$ cat config.mk
export PLATFORM = sky130hd
export DESIGN_NAME = uart_transceiver
export DESIGN_NICKNAME = d
export VERILOG_FILES = /design/src/rtl/uart_pkg.sv /design/src/rtl/uart_baud_tick.sv /design/src/rtl/uart_transceiver.sv
export SDC_FILE = /design/constraint.sdc
export NUM_CORES = 1
export LEC_CHECK = 0
export ABC_AREA = 1
export CORE_MARGIN = 3
export CORE_UTILIZATION = 55
export CTS_BUF_LIST = sky130_fd_sc_hd__clkbuf_4
export DETAILED_ROUTE_END_ITERATION = 8
export GPL_TIMING_DRIVEN = 0
export PLACE_DENSITY = 0.82
export SLEW_MARGIN = 30
export SYNTH_ARGS = -nofsm -noshare
export SYNTH_HDL_FRONTEND = slang
export SYNTH_HIERARCHICAL = 1
export SYNTH_SLANG_ARGS = --single-unit
$ cat constraint.sdc
create_clock -name clk -period 2.36 [get_ports clk]
set_input_delay 0.472 -clock clk [delete_from_list [all_inputs] [get_ports clk]]
set_output_delay 0.472 -clock clk [all_outputs]
set_load 0.02 [all_outputs]
$ cat src/rtl/uart_pkg.sv
// Shared constants, FSM state types and the baud divisor helper for the 8N1 UART.
package uart_pkg;

    localparam int OVERSAMPLE = 16;
    localparam int DATA_BITS  = 8;
    localparam int MID_SAMPLE = 8;
    localparam int TICK_W     = $clog2(OVERSAMPLE);
    localparam int BIT_W      = $clog2(DATA_BITS);

    typedef enum logic [1:0] {
        TX_IDLE,
        TX_START,
        TX_DATA,
        TX_STOP
    } tx_state_t;

    // RX_WAIT holds off re-arming after a framing error until the line is high again.
    typedef enum logic [2:0] {
        RX_IDLE,
        RX_START,
        RX_DATA,
        RX_STOP,
        RX_WAIT
    } rx_state_t;

    function automatic int calc_div(input int freq_hz, input int baud);
        int d;
        d = freq_hz / (baud * OVERSAMPLE);
        return (d < 1) ? 1 : d;
    endfunction

endpackage

$ cat src/rtl/uart_baud_tick.sv
// Oversampling tick generator: one-clk tick every DIV clocks, shared by RX and TX.
module uart_baud_tick #(
    parameter int DIV = 54
) (
    input  logic clk,
    input  logic reset_n,
    input  logic restart,
    output logic tick
);

    localparam int            CW   = (DIV > 1) ? $clog2(DIV) : 1;
    localparam logic [CW-1:0] LAST = CW'(DIV - 1);

    logic [CW-1:0] cnt;

    assign tick = (cnt == LAST);

    // NOTE: clocked state uses non-blocking assignments so every flop samples pre-edge values.
    // restart re-phases the divider on a TX start so the TX frame is an exact multiple of DIV.
    always_ff @(posedge clk or negedge reset_n) begin
        if (!reset_n) begin
            cnt <= '0;
        end else if (restart || tick) begin
            cnt <= '0;
        end else begin
            cnt <= cnt + 1'b1;
        end
    end

endmodule

$ cat src/rtl/uart_transceiver.sv
// Full-duplex 8N1 UART with 16x oversampling; byte-wide handshake toward the core.
module uart_transceiver
    import uart_pkg::*;
#(
    parameter int freq_hz = 100000000,
    parameter int baud    = 115200
) (
    input  logic       clk,
    input  logic       reset_n,
    input  logic       uart_rxd,
    output logic       uart_txd,
    output logic [7:0] rx_data,
    output logic       rx_avail,
    output logic       rx_error,
    input  logic       rx_ack,
    input  logic [7:0] tx_data,
    input  logic       tx_wr,
    output logic       tx_busy
);

    localparam int                DIV       = calc_div(freq_hz, baud);
    localparam logic [TICK_W-1:0] TICK_LAST = TICK_W'(OVERSAMPLE - 1);
    localparam logic [TICK_W-1:0] TICK_MID  = TICK_W'(MID_SAMPLE - 1);
    localparam logic [BIT_W-1:0]  BIT_LAST  = BIT_W'(DATA_BITS - 1);

    logic tick;
    logic tx_start;

    uart_baud_tick #(.DIV(DIV)) u_baud_tick (
        .clk     (clk),
        .reset_n (reset_n),
        .restart (tx_start),
        .tick    (tick)
    );

    // ---------------- transmitter ----------------
    tx_state_t             tx_state, tx_state_d;
    logic [TICK_W-1:0]     tx_cnt, tx_cnt_d;
    logic [BIT_W-1:0]      tx_bit, tx_bit_d;
    logic [DATA_BITS-1:0]  tx_shift, tx_shift_d;
    logic                  txd_d;

    assign tx_busy = (tx_state != TX_IDLE);

    always_ff @(posedge clk or negedge reset_n) begin
        if (!reset_n) begin
            tx_state <= TX_IDLE;
            tx_cnt   <= '0;
            tx_bit   <= '0;
            tx_shift <= '0;
            uart_txd <= 1'b1;
        end else begin
            tx_state <= tx_state_d;
            tx_cnt   <= tx_cnt_d;
            tx_bit   <= tx_bit_d;
            tx_shift <= tx_shift_d;
            uart_txd <= txd_d;
        end
    end

    // NOTE: every output of this block gets a default first, so no path can infer a latch.
    always_comb begin
        tx_state_d = tx_state;
        tx_cnt_d   = tx_cnt;
        tx_bit_d   = tx_bit;
        tx_shift_d = tx_shift;
        txd_d      = 1'b1;
        tx_start   = 1'b0;
        case (tx_state)
            TX_IDLE: begin
                if (tx_wr) begin
                    tx_shift_d = tx_data;
                    tx_cnt_d   = '0;
                    tx_bit_d   = '0;
                    tx_start   = 1'b1;
                    tx_state_d = TX_START;
                end
            end
            TX_START: begin
                txd_d = 1'b0;
                if (tick) begin
                    tx_cnt_d = tx_cnt + 1'b1;
                    if (tx_cnt == TICK_LAST) tx_state_d = TX_DATA;
                end
            end
            TX_DATA: begin
                txd_d = tx_shift[0];
                if (tick) begin
                    tx_cnt_d = tx_cnt + 1'b1;
                    if (tx_cnt == TICK_LAST) begin
                        tx_shift_d = tx_shift >> 1;
                        tx_bit_d   = tx_bit + 1'b1;
                        if (tx_bit == BIT_LAST) tx_state_d = TX_STOP;
                    end
                end
            end
            TX_STOP: begin
                if (tick) begin
                    tx_cnt_d = tx_cnt + 1'b1;
                    if (tx_cnt == TICK_LAST) tx_state_d = TX_IDLE;
                end
            end
            default: tx_state_d = TX_IDLE;
        endcase
    end

    // ---------------- receiver ----------------
    logic                  rxd_meta, rxd_sync;
    rx_state_t             rx_state, rx_state_d;
    logic [TICK_W-1:0]     rx_cnt, rx_cnt_d;
    logic [BIT_W-1:0]      rx_bit, rx_bit_d;
    logic [DATA_BITS-1:0]  rx_shift, rx_shift_d;
    logic                  rx_done, rx_ferr;

    always_ff @(posedge clk or negedge reset_n) begin
        if (!reset_n) begin
            rxd_meta <= 1'b1;
            rxd_sync <= 1'b1;
            rx_state <= RX_IDLE;
            rx_cnt   <= '0;
            rx_bit   <= '0;
            rx_shift <= '0;
            rx_data  <= '0;
            rx_avail <= 1'b0;
            rx_error <= 1'b0;
        end else begin
            rxd_meta <= uart_rxd;
            rxd_sync <= rxd_meta;
            rx_state <= rx_state_d;
            rx_cnt   <= rx_cnt_d;
            rx_bit   <= rx_bit_d;
            rx_shift <= rx_shift_d;
            // A completing byte outranks a simultaneous acknowledge.
            if (rx_done) begin
                rx_data  <= rx_shift;
                rx_avail <= 1'b1;
            end else if (rx_ack) begin
                rx_avail <= 1'b0;
            end
            if (rx_ferr) rx_error <= 1'b1;
            else if (rx_ack) rx_error <= 1'b0;
        end
    end

    always_comb begin
        rx_state_d = rx_state;
        rx_cnt_d   = rx_cnt;
        rx_bit_d   = rx_bit;
        rx_shift_d = rx_shift;
        rx_done    = 1'b0;
        rx_ferr    = 1'b0;
        case (rx_state)
            RX_IDLE: begin
                if (!rxd_sync) begin
                    rx_cnt_d   = '0;
                    rx_state_d = RX_START;
                end
            end
            RX_START: begin
                if (tick) begin
                    rx_cnt_d = rx_cnt + 1'b1;
                    if (rx_cnt == TICK_MID) begin
                        if (rxd_sync) begin
                            rx_state_d = RX_IDLE;
                        end else begin
                            rx_cnt_d   = '0;
                            rx_bit_d   = '0;
                            rx_state_d = RX_DATA;
                        end
                    end
                end
            end
            RX_DATA: begin
                if (tick) begin
                    rx_cnt_d = rx_cnt + 1'b1;
                    if (rx_cnt == TICK_LAST) begin
                        rx_shift_d = {rxd_sync, rx_shift[DATA_BITS-1:1]};
                        rx_bit_d   = rx_bit + 1'b1;
                        if (rx_bit == BIT_LAST) rx_state_d = RX_STOP;
                    end
                end
            end
            RX_STOP: begin
                if (tick) begin
                    rx_cnt_d = rx_cnt + 1'b1;
                    if (rx_cnt == TICK_LAST) begin
                        if (rxd_sync) begin
                            rx_done    = 1'b1;
                            rx_state_d = RX_IDLE;
                        end else begin
                            rx_ferr    = 1'b1;
                            rx_state_d = RX_WAIT;
                        end
                    end
                end
            end
            RX_WAIT: begin
                if (rxd_sync) rx_state_d = RX_IDLE;
            end
            default: rx_state_d = RX_IDLE;
        endcase
    end

endmodule

Word level (Yosys, flattened, before mapping)
Index checks and enable logic that the tools add are counted.
{"block": "word_totals", "memories": 0, "out_inout_bits": 12, "register_bits": 54, "ramBits": 0, "mem_bits_ro": 0, "latchBits": 0, "elab_cells": 130, "in_bits": 13}
{"block": "op_classes", "n_bitwise": 0, "n_mux": 59, "magnitude_cmp": 0, "shifts": 0, "mul": 0, "add_sub_neg": 5, "div": 0, "reduce_logical": 18, "n_eq_ne": 33}
{"cell": "3-bit 2-to-1 mux", "n": 18}
{"cell": "4-bit 2-to-1 mux", "n": 7}
{"cell": "8-bit 2-to-1 mux", "n": 3}
{"cell": "2-bit inequality test (second input constant)", "n": 12}
{"cell": "2-bit 2-to-1 mux", "n": 9}
{"cell": "2-bit by 1-bit inequality test with 1-bit output (second input constant)", "n": 8}
{"cell": "8-bit case mux with 2 select lines", "n": 1}
{"cell": "3-bit case mux with 5 select lines", "n": 1}
{"cell": "1-bit 2-to-1 mux", "n": 13}
{"cell": "3-bit case mux with 2 select lines", "n": 2}
{"cell": "4-bit case mux with 3 select lines", "n": 1}
{"cell": "2-bit nonzero test", "n": 5}
{"cell": "3-bit equality test (second input constant)", "n": 3}
{"cell": "9-bit AND reduction", "n": 1}
{"cell": "4-bit by 1-bit adder with 4-bit output (second input constant)", "n": 2}
{"cell": "4-bit equality test (second input constant)", "n": 2}
{"cell": "2-bit case mux with 4 select lines", "n": 1}
{"cell": "4-bit case mux with 2 select lines", "n": 1}
{"cell": "4-bit AND reduction", "n": 2}
{"cell": "8-bit AND reduction", "n": 1}
{"cell": "3-bit by 1-bit adder with 3-bit output (second input constant)", "n": 2}
{"cell": "6-bit by 1-bit adder with 6-bit output (second input constant)", "n": 1}
{"cell": "3-bit by 2-bit equality test with 1-bit output (second input constant)", "n": 2}
{"cell": "6-bit equality test (second input constant)", "n": 1}
{"cell": "other kinds (15)", "n": 16}

Depth between registers and ports, before layout
Gate-level depths: netlist (run 1).
{"block": "logic_depth", "ltp_word": 5, "ltp_mapped": 11, "depth_no_buf": 11}

Cells and area by module
Netlist (run 1), hierarchy kept.
{"module": "uart_transceiver", "cells_each": 280, "seq_area_each_um2": 1204.9, "instances": 1, "area_per_inst_um2": 2384.8}
{"module": "uart_baud_tick", "cells_each": 34, "seq_area_each_um2": 150.1, "instances": 1, "area_per_inst_um2": 314.1}

Worst setup path after synthesis (run 1)
OpenSTA, ideal clock, no wires.
{"block": "synth_path", "kind": "register to register", "startpoint": "reg u_baud_tick.cnt[1]", "endpoint": "reg rx_data[6]", "path_stages_with_launch": 11, "setup_ns": 0.121, "synth_period_minus_slack_ns": 1.817, "arrival_ns": 1.696, "t_required_ns": 2.239, "setup_slack_ns": 0.543, "path_cell_list": "dfrtp_1 > inv_1 > ha_1 > nand3_1 > nor2_1 > inv_2 > nor2_4 > nand3_2 > buf_2 > nand2_1 > o21ai_1"}
{"block": "synth_via", "elab_chain_cells": 3}
{"item": "from (decl)", "line_no": "uart_baud_tick.sv:14", "text": "logic [CW-1:0] cnt;"}
{"item": "from (signal assigned)", "line_no": "uart_baud_tick.sv:26", "text": "cnt <= cnt + 1'b1;"}
{"item": "6-bit equality test", "line_no": "uart_baud_tick.sv:16", "text": "assign tick = (cnt == LAST);"}
{"item": "via tick", "line_no": "uart_transceiver.sv:26", "text": "logic tick;"}
{"item": "1-bit 2-to-1 mux", "line_no": "uart_transceiver.sv:184", "text": "if (tick) begin"}
{"item": "1-bit 2-to-1 mux", "line_no": "uart_transceiver.sv:152", "text": "case (rx_state)"}
{"item": "to (signal assigned)", "line_no": "uart_transceiver.sv:135", "text": "rx_data <= rx_shift;"}
{"item": "to (decl)", "line_no": "uart_transceiver.sv:12", "text": "output logic [7:0] rx_data,"}
The timed path passes the listed nets, and every way through them passes these cells.
A chain may end at the register's enable or synchronous reset.

Final worst setup path (run 1)
Same ends and word-level chain as after synthesis.

==> key figures, run 1 <==
Finish
  • Ratio of cells with drive above 1 in the final layout: 0.0948
  • Final-layout fill cell count: around 350
  • Most common library cell in the layout ignoring fill and taps: nand2_1
  • Most frequent cells in the layout: nand2_1 (84), dfrtp_1 (51), inv_1 (32)
  • Synthesis-to-finish area growth: 15.3%
  • Ant diodes: 0
  • Layout Nets: 373
  • Post-Route Utilization: 0.686

Pwr
  • Switching pwr: 0.949 mW
  • LEAKAGE: 1.48 nW
  • Seq pwr share: 0.485
  • Switching share of power: 0.372
  • Clock network fraction of total power: 0.162
  • VDD IR max: 0.638 mV
  • Int Pwr: 1.60 mW
  • Pwr Density: between 800 and 900 mW/mm^2
  • Combinational share of power: 0.353

Routing
  • Initial DRC Count: 111
  • Avg WL per Cell: 12.1 um
  • DRC: 0
  • DR vias/cell: 5.03
  • Top sig layer: met4
  • Vias: between 2000 and 2500
  • WL met2: 2.36 mm
  • Routed length on met1: 2.43 mm
  • Total length of routed wires: approximately 5.0 mm
  • Post-DRT Antenna Nets: 0
  • WL met3: 137 um
  • TritonRoute pass-1 iters: 4

Critical path
  • R2R depth: 10
  • Crit path cell chain: inv_1, ha_1, nand3_1, nor2_2, inv_2, nor2_4, nand3_2, buf_2, nand2_1, o21ai_1
  • Setup crit end kind: flip-flop
  • CP startpoint: u_baud_tick/cnt[1]$_DFF_PN0_
  • FF-to-FF End: rx_data[6]$_DFFE_PN0P_
  • CP max-delay cell: dfrtp_1
  • CP required: approximately 2700 ps
  • Worst R2R Setup Slack: 350 ps
  • Crit Path Class: flip-flop to flip-flop
  • CP Max Fanout: 10
  • Buf/Inv on CP: 3
  • CP delay by family, top: simple AND/OR/NAND/NOR gates
  • Slowest stage delay, CP: 440 ps
  • WP data arrival: 2290 ps
  • FF-to-FF Start: u_baud_tick/cnt[1]$_DFF_PN0_
  • Startpoint types: flip-flop

Place
  • Gpl congestion: 0.887
  • Port Buffers: 24
  • Detailed-placement wirelength estimate: 3.70 mm

Timing
  • Fin. Hold Viols: 0
  • Pins Over Slew Limit: 0
  • Period utilisation layout: 0.850
  • Slew headroom: 0.739
  • Unrepaired setup endpoints after global routing: no
  • Final setup fails: 0
  • F_max: 0.499 GHz
  • Layout Skew: 14.2 ps
  • Worst-Margin Slew: 392 ps
  • Setup_tns: 0 ps
  • Crit path time final: 2010 ps
  • Hold_ws: 367 ps

Clock network
  • # Post-CTS Setup Buffers: 0
  • Clk sinks: 54
  • CTS Root Cell: clkbuf_4
  • Clk_lat worst skew: 380 ps
  • CTS tree: yes
  • Clock Tree Buf Depth: 2
  • Clock buffers created by TritonCTS: 5
  • Clock transition at path regs: 160 ps
  • H-Tree Depth: 2

Floorplanning
  • Core Rows: 24
  • Die Wd: 76.1 um
  • Io pins: 25
  • Die Y: 76.1 um
  • Starting density of the core: 0.595
  • Core Box Area: 0.00453 mm^2
  • Total die area: 0.00578 mm^2

Global route
  • Largest net degree at the start of global routing: 33
  • Initial antenna violation count: 0
  • GRT overflow: 0
  • First-pass GRT wire length: approximately 9 mm
  • Number of global-route vias before repair: 2104
  • Global Route Usage Sum: 0.194

Yosys
  • Post-synth top area share: 0.473
  • Synth Instances: 314
  • Number of enable flip-flop cells after synthesis: 0
  • Top cells by area, synth: dfrtp_1 (47%), nand2_1 (12%), ha_1 (6.0%)
  • Ys async rst share: 1.00
  • Syn_area_per_cell: 8.60 um^2
  • Post-Syn Area: 0.00270 mm^2
  • FF+latch count, synth: 54
  • Ys flop type: dfrtp_1
  • Yosys top cell by area: dfrtp_1
  • Synth warn: 6
  • Mapped Nets: between 300 and 400
  • Number of distinct library cells after synthesis: 30
  • Sequential area share after synthesis: 0.502

Flow run
  • Max_cap viols: 0

Hold path
  • Worst Hold Path Cells: 0
  • Hold Path End: rxd_sync$_DFF_PN1_
  • Hold Path Class: flip-flop to flip-flop
  • HP Start: rxd_meta$_DFF_PN1_

Status
  • Status: complete, no violations
worst max path at each step:
stage	to	slack, ps	cells after the start
after global routing	rx_data[1]$_DFFE_PN0P_	150	9
after floorplan	rx_data[6]$_DFFE_PN0P_	540	10
final	rx_data[6]$_DFFE_PN0P_	350	10
after detailed placement	rx_data[6]$_DFFE_PN0P_	200	10
after global placement	rx_shift[4]$_DFFE_PN0P_	-780	1
after CTS	tx_busy	40	4
cell families (layout without fill, tap and decap cells):
family / after synthesis / after routing / synth area share
compound gates: 53 / 53 / 0.116
xor+xnor: 5 / 5 / 0.0162
buf+inv: 42 / 76 / 0.0663
simple gates: 147 / 147 / 0.239
flops: 54 / 54 / 0.502
fa+ha+maj: 13 / 13 / 0.0603
timing repair:
| item | in CTS | in global routing |
|---|---|---|
| hold endpoints to repair | 21 | 0 |
| endpoints found under the setup margin | 0 | 7 |
| hold buffers | 1 | 0 |
| gates resized for setup | 0 | 2 |
state kept, by name (all words and copies together) (netlist names), 2 cells and up:
| signal | flops |
|---|---|
| rx_cnt | 4 |
| tx_state | 2 |
| tx_shift | 8 |
| rx_shift | 8 |
| rx_data | 8 |
| tx_cnt | 4 |
| u_baud_tick/cnt | 6 |
| tx_bit | 3 |
| rx_bit | 3 |
| rx_state | 3 |
final cells by class:
type                    count  area [um^2]  share of cell area
repair buffers             26          270              0.0869
clock inverters             3         20.0             0.00644
plain buffers               6         43.8              0.0141
flip-flops and latches     54         1360               0.436
well taps                  65         81.3              0.0261
clock buffers               5         37.5              0.0121
multi-input cells         218         1170               0.375
inverters                  36          135              0.0434
worst register-to-register path, delay by kind of cell (launching register included):
kind / cells / cell delay (ps)
simple gates: 5 / 860
fa+ha+maj: 1 / 130
flops: 1 / 440
compound gates: 1 / 50
buf+inv: 3 / 460
stage by stage:
step                total power, mW  setup slack, ps  std cells  cell area (um^2)
finish                         2.55              354        413              3110
global route                   2.76              152        413              3110
CTS                            2.58             35.2        413              3110
detailed placement             2.16              199        404              3040
global placement               2.11             -784        403              3020
floorplan                      1.90              543        314              2700
Yosys cell counts, types with 2 or more instances:
cell type,number
nand4_1,4
o211ai_1,3
nand3_1,19
nand2_1,84
nand3_2,2
dfstp_2,3
xnor2_1,3
inv_2,4
o21ai_1,21
nor2_2,2
xor2_1,2
o21bai_1,2
ha_1,13
buf_2,2
buf_6,2
o21ai_0,14
nand3b_1,2
inv_1,32
a21oi_1,3
o22ai_1,2
o21a_1,6
nor2_1,28
nor2_4,4
dfrtp_1,51
power by group through the flow:
stage / Combinational (mW) / Sequential (mW) / Clock [mW]
5_1_grt: 1.04 / 1.26 / 0.469
4_1_cts: 0.911 / 1.24 / 0.429
3_5_place_dp: 0.902 / 1.25 / 0
3_3_place_gp: 0.866 / 1.24 / 0
2_1_floorplan: 0.665 / 1.23 / 0
6_report: 0.901 / 1.24 / 0.414
layer usage:
layer  global-route usage  up-vias
met4               0.0670        0
met5                    0        -
met2                0.324       26
li1                     -     1072
met1                0.250      973
met3               0.0414        6
Note: power is estimated with default switching activity, not from simulation.
==> run 2: changes to the inputs <==
- clock period: 2.36 -> 2 ns (I/O delays scaled with it)
==> run 2 against run 1 <==
Effect of this change:
- core utilization grew 0.63 points
- die area is the same
- wire length rose by 1.1%
- clock skew about the same
- critical path type is now flip-flop to primary output
- critical endpoint is now tx_busy
==> key figures, run 2 (synthesis results as in run 1) <==
Routing
  • Vias: 2107 (+1.4%)
  • DRC: 0 (unchanged)
  • Total length of routed wires: 5.05 mm (+1.1%)
  • Avg WL per Cell: 12.1 um (+0.41%)
  • Post-DRT Antenna Nets: 0 (unchanged)
  • TritonRoute pass-1 iters: 4 (unchanged)
  • DR vias/cell: 5.06 (+0.71%)
  • Initial DRC Count: 129 (+16%)

Pwr
  • Combinational share of power: 0.359 (+0.006)
  • Pwr Density: 964 mW/mm^2 (+18%)
  • Switching pwr: 1.13 mW (+19%)
  • Int Pwr: 1.90 mW (+19%)
  • Seq pwr share: 0.480 (-0.005)
  • Clock network fraction of total power: 0.161 (about the same)
  • Switching share of power: 0.372 (about the same)
  • LEAKAGE: 1.49 nW (+0.68%)
  • VDD IR max: 0.755 mV (+18%)

Clock network
  • CTS tree: yes
  • Clk_lat worst skew: 380 ps (about the same)
  • CTS Root Cell: clkbuf_4
  • Clock Tree Buf Depth: 2 (unchanged)
  • Clock transition at path regs: 160 ps (about the same)
  • Clk sinks: 54 (unchanged)
  • H-Tree Depth: 2 (unchanged)
  • Clock buffers created by TritonCTS: 5 (unchanged)

Timing
  • Layout Skew: 14.6 ps (+0.350 ps)
  • F_max: 0.523 GHz
  • Setup_tns: 0 ps (unchanged)
  • Unrepaired setup endpoints after global routing: yes
  • Crit path time final: 1910 ps
  • Pins Over Slew Limit: 0 (unchanged)
  • Slew headroom: 0.741 (+0.00243)
  • Final setup fails: 0 (unchanged)
  • Period utilisation layout: 0.956
  • Worst-Margin Slew: 388 ps (-3.65 ps)
  • Fin. Hold Viols: 0 (unchanged)

Floorplanning
  • Starting density of the core: 0.595 (unchanged)
  • Core Rows: 24 (unchanged)
  • Die Wd: 76.1 um (unchanged)
  • Total die area: 0.00578 mm^2 (unchanged)
  • Die Y: 76.1 um (unchanged)
  • Io pins: 25 (unchanged)
  • Core Box Area: 0.00453 mm^2 (unchanged)

Critical path
  • CP Max Fanout: 5 (-5)
  • Crit Path Class: flip-flop to primary output
  • Worst R2R Setup Slack: 170 ps (-180 ps)
  • Slowest stage delay, CP: 440 ps (about the same)
  • Setup crit end kind: primary output
  • End of the critical path: tx_busy
  • Startpoint types: flip-flop
  • CP max-delay cell: dfrtp_1
  • FF-to-FF End: rx_data[2]$_DFFE_PN0P_
  • CP startpoint: tx_state[1]$_DFFE_PN0P_
  • FF-to-FF Start: u_baud_tick/cnt[1]$_DFF_PN0_
  • Crit path top cell by count: inv_1
  • R2R depth: 9 (-1)
  • Crit path cell chain: inv_1, ha_2, inv_1, dlygate4sd2_1
  • WP data arrival: 1510 ps (-780 ps)
  • CP required: 1600 ps (-1050 ps)

Global route
  • Global Route Usage Sum: 0.196 (+0.00204)
  • First-pass GRT wire length: 9.35 mm (+0.90%)
  • Initial antenna violation count: 0 (unchanged)
  • Number of global-route vias before repair: 2110 (+0.29%)
  • GRT overflow: 0 (unchanged)
  • Largest net degree at the start of global routing: 33 (unchanged)

Finish
  • Final-layout fill cell count: 347 (-1.7%)
  • Fin area: 0.00314 mm^2 (+0.93%)
  • Top flop regs: rx_data x8, rx_shift x8, tx_shift x8
  • Synthesis-to-finish area growth: 16.3%
  • Ant diodes: 0 (unchanged)
  • Most frequent cells in the layout: nand2_1 (84), dfrtp_1 (51), inv_1 (32)
  • Ratio of cells with drive above 1 in the final layout: 0.105 (+0.0106)
  • Layout Nets: 376 (+0.80%)
  • Most common library cell in the layout ignoring fill and taps: nand2_1

Place
  • Port Buffers: 24 (unchanged)
  • Detailed-placement wirelength estimate: 3.70 mm (unchanged)
  • Placement Cell Area: 0.00304 mm^2 (unchanged)
  • Gpl congestion: 0.887 (unchanged)

Flow run
  • Max_cap viols: 0 (unchanged)

Status
  • Status: complete, no violations

Hold path
  • Hold Path Class: flip-flop to flip-flop
  • Worst Hold Path Cells: 0 (unchanged)
-- run 2: cell types whose count changed in the layout (fill, tap and decap cells not counted) --
cell,before,now
buf_4,2,5
buf_2,2,1
clkbuf_4,5,6
dlygate4sd2_1,0,1
dlymetal6s2s_1,1,0
ha_1,13,12
ha_2,0,1
nor2_2,3,2
nor2_4,4,5
-- run 2: final cells by class --
cell class	instances	area (um^2)	share of cell area
clock buffers	5	37.5	0.0120
inverters	36	135	0.0430
well taps	65	81.3	0.0259
multi-input cells	218	1170	0.374
plain buffers	6	46.3	0.0147
repair buffers	29	289	0.0921
flip-flops and latches	54	1360	0.432
clock inverters	3	20.0	0.00638
-- run 2: repair_timing --
action / 4_1_cts / 5_1_grt
endpoints found under the setup margin: 26 / 23
gates resized for setup: 3 / 2
pin swaps: 0 / 1
hold endpoints to repair: 21 / 0
buffers inserted: 0 / 3
hold buffers: 1 / 0
-- run 2: through the flow --
| stage | utilization | setup WS [ps] | instances | hold WS, ps | power (mW) |
|---|---|---|---|---|---|
| 2_1_floorplan | - | 183 | 314 | 104 | 2.24 |
| 3_3_place_gp | 0.666 | -1070 | 403 | 346 | 2.49 |
| 3_5_place_dp | 0.670 | -161 | 404 | 315 | 2.54 |
| 4_1_cts | 0.686 | 17.7 | 413 | 367 | 3.03 |
| 5_1_grt | 0.692 | -15.7 | 416 | 371 | 3.28 |
| 6_report | 0.692 | 88.7 | 416 | 367 | 3.03 |
-- run 2: layer usage --
layer  part of all wire  up-vias  routed length [um]  global-route usage
met4              0.014        0                  70              0.0670
met1               0.48      993                2420               0.252
met5                  0        -                   0                   0
met3              0.029        6                 145              0.0414
li1                   -     1080                   -                   -
met2               0.48       28                2420               0.330
-- run 2: worst min-delay path by stage --
stage	from	to	slack [ps]
after detailed placement	reset_n	u_baud_tick/cnt[3]$_DFF_PN0_	320
after global routing	rxd_meta$_DFF_PN1_	rxd_sync$_DFF_PN1_	370
after floorplan	reset_n	rx_avail$_DFFE_PN0P_	100
after global placement	rxd_meta$_DFF_PN1_	rxd_sync$_DFF_PN1_	350
after CTS	rxd_meta$_DFF_PN1_	rxd_sync$_DFF_PN1_	370
final	rxd_meta$_DFF_PN1_	rxd_sync$_DFF_PN1_	370
-- run 2: worst max-delay path: cells and delay by family (launching register included) --
kind                     cells  cell delay, ps
buffers and inverters        3             470
flip-flops                   1             440
adder cells (fa/ha/maj)      1             230
-- run 2: power groups by stage --
stage	Clock [mW]	Combinational [mW]	Sequential, mW
after floorplan	0	0.785	1.45
after global placement	0	1.02	1.47
final	0.488	1.09	1.45
after detailed placement	0	1.06	1.48
after global routing	0.553	1.25	1.48
after CTS	0.506	1.07	1.46
==> run 3: changes to the inputs <==
- CTS_CLUSTER_DIAMETER: default -> 30
==> results of run 3 <==
Final layout, timing and power as in run 2 (identical DEF).
